[config.mk]
export PLATFORM = sky130hd
export DESIGN_NAME = eaglesong_sponge_driver_flat
export DESIGN_NICKNAME = d
export VERILOG_FILES = /design/src/rtl/eaglesong_sponge_driver_if.sv /design/src/rtl/eaglesong_sponge_driver.sv /design/src/flat_wrapper.sv
export SDC_FILE = /design/constraint.sdc
export NUM_CORES = 2
export LEC_CHECK = 0
export BUFFER_PORTS_ARGS = -buffer_cell sky130_fd_sc_hd__buf_2
export CAP_MARGIN = 10
export CORE_AREA = 5 5 505 507
export DETAILED_ROUTE_END_ITERATION = 10
export DIE_AREA = 0 0 510 512
export GPL_TIMING_DRIVEN = 0
export PLACE_DENSITY = 0.37
export SETUP_SLACK_MARGIN = 0.5
export SLEW_MARGIN = 30
export SYNTH_ARGS = -nofsm -noshare
export SYNTH_HDL_FRONTEND = slang
export SYNTH_SLANG_ARGS = --single-unit
[constraint.sdc]
create_clock -name clk -period 10.5 [get_ports clk]
set_clock_uncertainty 0.1 [all_clocks]
set_input_delay 0.525 -clock clk [delete_from_list [all_inputs] [get_ports clk]]
set_output_delay 0.525 -clock clk [all_outputs]
set_load 0.03 [all_outputs]
[src/rtl/eaglesong_sponge_driver_if.sv]
// Bundles the message stream, permutation-core handshake and digest hand-off of the
// Eaglesong sponge driver. The slave modport is the driver; the master modport is its environment.
interface eaglesong_sponge_driver_if #(
  parameter int OUT_WORDS = 8
);
  logic [31:0]                in_data;
  logic                       in_valid;
  logic                       in_last;
  logic [2:0]                 in_bytes;
  logic                       in_ready;
  logic [15:0][31:0]          perm_state_in;
  logic                       perm_start;
  logic [15:0][31:0]          perm_state_out;
  logic                       perm_ready;
  logic [OUT_WORDS-1:0][31:0] digest;
  logic                       digest_valid;
  logic                       digest_ack;

  modport slave (
    input  in_data, in_valid, in_last, in_bytes, perm_state_out, perm_ready, digest_ack,
    output in_ready, perm_state_in, perm_start, digest, digest_valid
  );

  modport master (
    output in_data, in_valid, in_last, in_bytes, perm_state_out, perm_ready, digest_ack,
    input  in_ready, perm_state_in, perm_start, digest, digest_valid
  );
endinterface

[src/rtl/eaglesong_sponge_driver.sv]
// Eaglesong sponge initiator: pads and absorbs a byte-granular word stream, drives the
// permutation core through start/ready, and presents the squeezed digest until acknowledged.
module eaglesong_sponge_driver #(
  parameter int         RATE_WORDS = 8,
  parameter logic [7:0] DELIM      = 8'h06,
  parameter int         OUT_WORDS  = 8
) (
  input logic                     clk,
  input logic                     rst,
  eaglesong_sponge_driver_if.slave bus
);

  typedef enum logic [2:0] {ABSORB, PAD, PERM_START, PERM_WAIT, DONE} fsm_e;

  localparam logic [4:0] RATE_CNT = 5'(RATE_WORDS);

  fsm_e                       fsm_q;
  logic [15:0][31:0]          state_q;
  logic [4:0]                 cnt_q;
  logic                       pad_pending_q;
  logic                       final_q;
  logic                       ready_prev_q;
  logic                       in_ready_q;
  logic                       perm_start_q;
  logic [OUT_WORDS-1:0][31:0] digest_q;
  logic                       digest_valid_q;

  logic [2:0]  nb;
  logic [31:0] absorb_word;
  logic [4:0]  cnt_inc;
  logic        accept;
  logic        perm_done;

  // NOTE: every variable written in always_comb gets a default first, so no path infers a latch.
  always_comb begin
    nb = 3'd4;
    if (bus.in_last && (bus.in_bytes < 3'd4)) nb = bus.in_bytes;
    absorb_word = '0;
    for (int k = 0; k < 4; k++) begin
      if (k < int'(nb))       absorb_word[31-8*k -: 8] = bus.in_data[31-8*k -: 8];
      else if (k == int'(nb)) absorb_word[31-8*k -: 8] = DELIM;
    end
  end

  assign accept    = bus.in_valid && in_ready_q;
  // Only a fresh rising edge counts; a level left high from the previous run is stale.
  assign perm_done = bus.perm_ready && !ready_prev_q;
  assign cnt_inc   = cnt_q + 5'd1;

  // NOTE: sequential state uses non-blocking assignments only, so every reader sees pre-edge values.
  always_ff @(posedge clk) begin
    if (rst) begin
      // NOTE: the sponge state array is reset explicitly because a new message must absorb into zeros.
      fsm_q          <= ABSORB;
      state_q        <= '0;
      cnt_q          <= '0;
      pad_pending_q  <= 1'b0;
      final_q        <= 1'b0;
      ready_prev_q   <= 1'b0;
      in_ready_q     <= 1'b0;
      perm_start_q   <= 1'b0;
      digest_q       <= '0;
      digest_valid_q <= 1'b0;
    end else begin
      ready_prev_q <= bus.perm_ready;
      perm_start_q <= 1'b0;
      unique case (fsm_q)
        ABSORB: begin
          in_ready_q <= 1'b1;
          if (accept) begin
            state_q[cnt_q[3:0]] <= state_q[cnt_q[3:0]] ^ absorb_word;
            cnt_q               <= cnt_inc;
            if (bus.in_last && (nb != 3'd4)) begin
              final_q       <= 1'b1;
              pad_pending_q <= 1'b0;
              in_ready_q    <= 1'b0;
              perm_start_q  <= 1'b1;
              fsm_q         <= PERM_START;
            end else if (bus.in_last) begin
              in_ready_q <= 1'b0;
              fsm_q      <= PAD;
            end else if (cnt_inc == RATE_CNT) begin
              final_q       <= 1'b0;
              pad_pending_q <= 1'b0;
              in_ready_q    <= 1'b0;
              perm_start_q  <= 1'b1;
              fsm_q         <= PERM_START;
            end
          end
        end
        PAD: begin
          perm_start_q <= 1'b1;
          fsm_q        <= PERM_START;
          // A full block must be permuted before the padding-only block can start.
          if (cnt_q == RATE_CNT) begin
            pad_pending_q <= 1'b1;
          end else begin
            state_q[cnt_q[3:0]] <= state_q[cnt_q[3:0]] ^ {DELIM, 24'h0};
            final_q             <= 1'b1;
          end
        end
        PERM_START: fsm_q <= PERM_WAIT;
        PERM_WAIT: begin
          if (perm_done) begin
            state_q <= bus.perm_state_out;
            cnt_q   <= '0;
            if (final_q) begin
              final_q        <= 1'b0;
              digest_q       <= bus.perm_state_out[OUT_WORDS-1:0];
              digest_valid_q <= 1'b1;
              fsm_q          <= DONE;
            end else if (pad_pending_q) begin
              pad_pending_q <= 1'b0;
              fsm_q         <= PAD;
            end else begin
              in_ready_q <= 1'b1;
              fsm_q      <= ABSORB;
            end
          end
        end
        DONE: begin
          if (bus.digest_ack && digest_valid_q) begin
            digest_valid_q <= 1'b0;
            state_q        <= '0;
            cnt_q          <= '0;
            in_ready_q     <= 1'b1;
            fsm_q          <= ABSORB;
          end
        end
        default: fsm_q <= ABSORB;
      endcase
    end
  end

  assign bus.in_ready      = in_ready_q;
  assign bus.perm_state_in = state_q;
  assign bus.perm_start    = perm_start_q;
  assign bus.digest        = digest_q;
  assign bus.digest_valid  = digest_valid_q;

endmodule

[src/flat_wrapper.sv]
// flat-port wrapper written by rule: the top's interface ports become plain ports
module eaglesong_sponge_driver_flat 
#(
  parameter int         RATE_WORDS = 8,
  parameter logic [7:0] DELIM      = 8'h06,
  parameter int         OUT_WORDS  = 8
)
  (clk, rst, bus_in_data, bus_in_valid, bus_in_last, bus_in_bytes, bus_perm_state_out, bus_perm_ready, bus_digest_ack, bus_in_ready, bus_perm_state_in, bus_perm_start, bus_digest, bus_digest_valid);
  eaglesong_sponge_driver_if #(.OUT_WORDS(OUT_WORDS)) bus_i ();
  input logic clk;
  input logic rst;
  input wire logic [$bits(bus_i.in_data)-1:0] bus_in_data;
  input wire logic [$bits(bus_i.in_valid)-1:0] bus_in_valid;
  input wire logic [$bits(bus_i.in_last)-1:0] bus_in_last;
  input wire logic [$bits(bus_i.in_bytes)-1:0] bus_in_bytes;
  input wire logic [$bits(bus_i.perm_state_out)-1:0] bus_perm_state_out;
  input wire logic [$bits(bus_i.perm_ready)-1:0] bus_perm_ready;
  input wire logic [$bits(bus_i.digest_ack)-1:0] bus_digest_ack;
  output wire logic [$bits(bus_i.in_ready)-1:0] bus_in_ready;
  output wire logic [$bits(bus_i.perm_state_in)-1:0] bus_perm_state_in;
  output wire logic [$bits(bus_i.perm_start)-1:0] bus_perm_start;
  output wire logic [$bits(bus_i.digest)-1:0] bus_digest;
  output wire logic [$bits(bus_i.digest_valid)-1:0] bus_digest_valid;
  assign bus_i.in_data = bus_in_data;
  assign bus_i.in_valid = bus_in_valid;
  assign bus_i.in_last = bus_in_last;
  assign bus_i.in_bytes = bus_in_bytes;
  assign bus_i.perm_state_out = bus_perm_state_out;
  assign bus_i.perm_ready = bus_perm_ready;
  assign bus_i.digest_ack = bus_digest_ack;
  assign bus_in_ready = bus_i.in_ready;
  assign bus_perm_state_in = bus_i.perm_state_in;
  assign bus_perm_start = bus_i.perm_start;
  assign bus_digest = bus_i.digest;
  assign bus_digest_valid = bus_i.digest_valid;
  eaglesong_sponge_driver #(.RATE_WORDS(RATE_WORDS), .DELIM(DELIM), .OUT_WORDS(OUT_WORDS)) u_core (.clk(clk), .rst(rst), .bus(bus_i));
endmodule
---- Yosys cells after proc, flatten, opt, wreduce, memory -nomap -nowiden ----
Cells that the tools add are included.
cells by class
  $add $sub $neg .......................... 1
  multiply operators ...................... 0
  divide/modulo/power cells ............... 0
  $lt $le $gt $ge ......................... 7
  equality and inequality tests ........... 21
  shift operators ......................... 0
  muxes and demuxes ....................... 64
  bitwise logic cells ..................... 2
  reductions and logical operators ........ 21
operator list
  cell                  count
  $mux W512             4
  $pmux W512 S4         1
  $bwmux W512           2
  $bmux W32 S4          1
  $demux W32 S4         1
  $mux W32              2
  $mux W3               12
  $mux W8               4
  $xor A32 B32 Y32      1
  $mux W1               27
  $mux W5               3
  $pmux W3 S5           1
  $pmux W5 S3           1
  $reduce_and A4 Y1     3
  $eq A5 B4 Y1 const B  2
  $ne A2 B1 Y1 const B  5
  $reduce_and A5 Y1     2
  $pmux W1 S3           3
  $reduce_and A7 Y1     1
  $eq A3 B2 Y1 const B  2
  $eq A3 B3 Y1 const A  2
  $logic_and A1 B1 Y1   6
  $logic_not A3 Y1      2
  $lt A1 B3 Y1 const A  2
  21 further kinds      26
word-level totals
  register bits after elaboration ......... 782
  bits in latches ......................... 0
  bits in writable memories ............... 0
  ROM bits ................................ 0
  bits of input ports ..................... 553
  output and inout bits ................... 771
  word-level logic and storage cells ...... 148
  memories kept ........................... 0

---- Longest topological paths before layout ----
  depth in word-level cells ............... 10
  gate-level depth with buffers ........... 16
  gate-level depth less buffers ........... 8

---- Worst setup path before layout ----
Ideal clock, no wire load.
  path type ............................... register to register
  start ................................... register u_core.cnt_q[0]
  end ..................................... register with a tool-made name
  setup time .............................. 0.086 ns
  arrival ................................. 3.234 ns
  data required time ...................... 10.314 ns
  path slack .............................. 7.080 ns
  stages on the path, launching flop included .. 16
  path buffers ............................ 8
  period minus slack after synthesis ...... 3.420 ns
  cell sequence ........................... dfxtp_1 > buf_2 > buf_4 > inv_2 > buf_2 > buf_2 > ha_1 > buf_2 > nor4bb_1 > o2bb2ai_2 > or3_1 > buf_4 > buf_8 > a21oi_4 > clkbuf_1 > a211oi_1
RTL lines
  what                    line                           RTL
  start, declared         eaglesong_sponge_driver.sv:19  logic [4:0] cnt_q;
  start signal, assigned  eaglesong_sponge_driver.sv:72  cnt_q <= cnt_inc;

==> results.sh <==
export IMPL_status="finished, final reports clean"
export IMPL_syn_inst=5730
export IMPL_synth_top_area_cell="dfxtp_1"
export IMPL_area_growth_pct=38.4
export IMPL_synth_xor_area_share_pct=1.09
export IMPL_start_util_pct=18.6
export IMPL_synth_fa_ha_area_share_pct=0.108
export IMPL_post_synth_top_area_fraction_pct=33.6
export IMPL_numCtsBuffers=105
export IMPL_dr_pass1_iters=6
export IMPL_htree_levels=3
export IMPL_grtUsageMet2_pct=42.9
export IMPL_grt_busiest_layer="met1"
export IMPL_wl_um=435000
export IMPL_crit_fanout=11
export IMPL_grt_pass1_vias=53500
export IMPL_maxSlewViolCount=0
export IMPL_ir_worst_vdd_uv=128
export IMPL_antenna_found_initial=107
export IMPL_crit_chain="buf_2 -> buf_4 -> inv_2 -> buf_2 -> buf_2 -> ha_1 -> clkbuf_1 -> nand3_1 -> a2111oi_4 -> clkbuf_1 -> nand3_1 -> a21oi_1 -> nor3_1"
export IMPL_die_x_um=510
export IMPL_seqCellArea_um2=15700
export IMPL_dieArea_um2=261000
export IMPL_drive_gt1_share_pct=28.0
export IMPL_ys_warn_count=0
export IMPL_setup_worst_path_end_class="flip-flop"
export IMPL_core_area_um2=250000
export IMPL_finalCritPeriodShare_pct=55.8
export IMPL_hpwlAfterDp_um=371000
export IMPL_yosys_top_cells_count="nand2_1, a21oi_1, dfxtp_1, nor2_1, a211oi_1"
export IMPL_grt_setup_unrepaired="false"
export IMPL_drcViolationCount=0
export IMPL_hold_viol=0
export IMPL_slowest_delay_ns=1.07
export IMPL_leakage_nw=24.0
export IMPL_grtUsageTotal_pct=31.6
export IMPL_ys_async_sr_fraction_pct=0
export IMPL_utilization_pct=25.7
export IMPL_netlist_area_um2=46500
export IMPL_clockBufferDepth=3
export IMPL_hp_class="input pin to flip-flop"
export IMPL_finalSetupViolations=0
export IMPL_crit_type="flip-flop to flip-flop"
export IMPL_fin_crit_ns=5.86
export IMPL_slew_headroom_pct=28.5
export IMPL_rows=184
export IMPL_fin_nets=7976
export IMPL_routed_via_count=58700
export IMPL_path_buf_inv=7
export IMPL_grt_overflow=0
export IMPL_port_buffers=1321
export IMPL_finalNonFillerCells=10900
export IMPL_fill_cells=27600
export IMPL_fin_tns_setup_ns=0
export IMPL_synth_compound_area_share_pct=28.9
export IMPL_postSynthAreaPerCell_um2=8.12
export IMPL_routed_via_density=5.38
export IMPL_r2r_start="u_core.cnt_q[0]$_SDFFE_PP0P_"
export IMPL_powerDensity_nw_per_um2=148
export IMPL_hold_path_end="u_core.bus.digest[130]$_SDFFE_PP0P_"
export IMPL_yosys_mux_area_fraction_pct=12.9
export IMPL_power_mw=9.53
export IMPL_start_kind="flip-flop"
export IMPL_ioPinCount=1324
export IMPL_grt_use_met1_pct=44.2
export IMPL_synth_most_common_cell="nand2_1"
export IMPL_synth_main_ff_cell="dfxtp_1"
export IMPL_wl_per_cell_um=39.9
export IMPL_ant_nets=0
export IMPL_worst_pin_slew_ns=1.07
export IMPL_synth_nets=6287
export IMPL_synth_seq_cells=782
export IMPL_synth_distinct_cells=61
export IMPL_hold_depth=3
export IMPL_drt_iter0_markers=7969
export IMPL_yosys_area_share_simple_pct=17.9
export IMPL_seq_area_frac_synth_pct=33.6
export IMPL_grt_start_max_net_pins=17
export IMPL_critical_path_top_delay_family="buffers and inverters"
export IMPL_reg2reg_depth=13
export IMPL_dp_cells=10400
export IMPL_crit_slowest_cell="a2111oi_4"
export IMPL_synthTopCellsByArea="dfxtp_1, mux4_2, a21oi_1"
export IMPL_die_h_um=512
export IMPL_clkLatencyLatePin_ns=0.77
export IMPL_cts_tree="done"
export IMPL_cts_resized=0
export IMPL_cts_sinks=782
export IMPL_cp_required_ns=11.02
export IMPL_cts_root_buf="clkbuf_16"
export IMPL_maxCapViolations=0
export IMPL_ff2ff_setup_slack_ns=4.64
export IMPL_path_clk_slew_ns=0.07
export IMPL_grt_pass1_wl_um=551000
export IMPL_routabilityCongestion=1.04
export IMPL_multiInputGateArea_um2=28900
export IMPL_cp_data_arrival_time_ns=6.38
export IMPL_min_from="bus_perm_state_out[130]"
export IMPL_synth_edf_count=0
export IMPL_synth_top_family_by_area="compound AO/OA/AOI/OAI gates"
export IMPL_clock_fmax_mhz=171
export IMPL_met3_usage_pct=9.31
export IMPL_cp_common_cell="buf_2"
power by group:
| part | switching, mW | total, mW | leakage (nW) | internal [mW] |
|---|---|---|---|---|
| clock | 1.67 | 3.91 | 1.78 | 2.24 |
| sequential | 0.221 | 3.27 | 6.31 | 3.05 |
| combinational | 1.68 | 2.34 | 15.9 | 0.667 |
| total | 3.57 | 9.53 | 24.0 | 5.96 |
cells in the final DEF (no fill, tap or decap), drive strengths merged, types with 6 or more instances in the layout:
| cell | netlist | final |
|---|---|---|
| o21ai | 77 | 77 |
| diode | 0 | 59 |
| a22o | 312 | 312 |
| buf | 205 | 1540 |
| clkbuf | 349 | 500 |
| nor3b | 9 | 9 |
| mux2i | 72 | 72 |
| nand2b | 30 | 30 |
| nor2b | 10 | 10 |
| bufinv | 0 | 9 |
| and3 | 7 | 7 |
| a221oi | 50 | 50 |
| a21oi | 816 | 816 |
| xnor2 | 58 | 58 |
| nor2 | 770 | 770 |
| a211oi | 535 | 535 |
| nand4 | 27 | 27 |
| dlygate4sd3 | 0 | 247 |
| inv | 10 | 14 |
| a22oi | 108 | 108 |
| a311oi | 50 | 50 |
| nand3 | 94 | 94 |
| nand3b | 8 | 8 |
| and2 | 11 | 11 |
| clkinv | 1 | 30 |
| dfxtp | 782 | 782 |
| nand2 | 937 | 937 |
| nor3 | 131 | 131 |
| o22ai | 6 | 6 |
| mux4 | 234 | 234 |
cells by family (layout without fill, tap and decap cells):
kind of cell	after synthesis	count (layout)
and+or+nand+nor	2048	2048
AOI/OAI and AO/OA	1967	1967
DFF	782	782
buffers and inverters	565	2343
muxes	306	306
xor gates and xnor gates	58	58
adders and majority gates	4	4
other	0	59
layout make-up:
class | instances | share of cell area [%]
antenna | 59 | 0.229
multi-input combinational | 4383 | 44.9
timing repair buffer | 1582 | 14.5
sequential | 782 | 24.3
tap | 3348 | 6.51
clock inverter | 45 | 0.915
buffer | 554 | 3.92
clock buffer | 151 | 4.71
inverter | 11 | 0.0641
metal layers:
metal	share of wire [%]	wire, um	up-vias
li1	-	-	24600
met1	44	190000	29600
met2	39	169000	3780
met3	11	47500	585
met4	6.5	28500	38
met5	0.094	411	-
what timing repair did:
| item | in CTS | in global routing |
|---|---|---|
| setup buffers | 0 | 0 |
| endpoints found under the hold margin | 247 | 0 |
| endpoints found under the setup margin | 0 | 0 |
| hold buffers | 247 | 0 |
metrics by stage:
step / hold slack [ns] / cell area [um^2] / setup slack [ns]
floorplan: 0.375 / 46500 / 7.08
global placement: 0.339 / 57300 / 4.79
detailed placement: 0.344 / 58100 / 4.77
CTS: 0.00332 / 64200 / 4.80
global route: 0.0399 / 64300 / 4.70
finish: 0.0695 / 64400 / 4.64
tightest hold or removal path, cell delays in order:
cell     delay (ns)
buf_2          0.17
nand2_1        0.13
a21oi_1        0.07
worst max path at each step:
| stage | from | endpoint | slack (ns) | cells after the start |
|---|---|---|---|---|
| CTS | u_core.cnt_q[0]$_SDFFE_PP0P_ | flip-flop | 4.80 | 13 |
| global placement | u_core.cnt_q[0]$_SDFFE_PP0P_ | flip-flop | 4.79 | 13 |
| detailed placement | u_core.cnt_q[0]$_SDFFE_PP0P_ | flip-flop | 4.77 | 13 |
| global route | u_core.cnt_q[0]$_SDFFE_PP0P_ | flip-flop | 4.70 | 13 |
| floorplan | u_core.cnt_q[0]$_SDFFE_PP0P_ | flip-flop | 7.08 | 15 |
| finish | u_core.cnt_q[0]$_SDFFE_PP0P_ | flip-flop | 4.64 | 13 |
(Power assumes the default switching activity.)
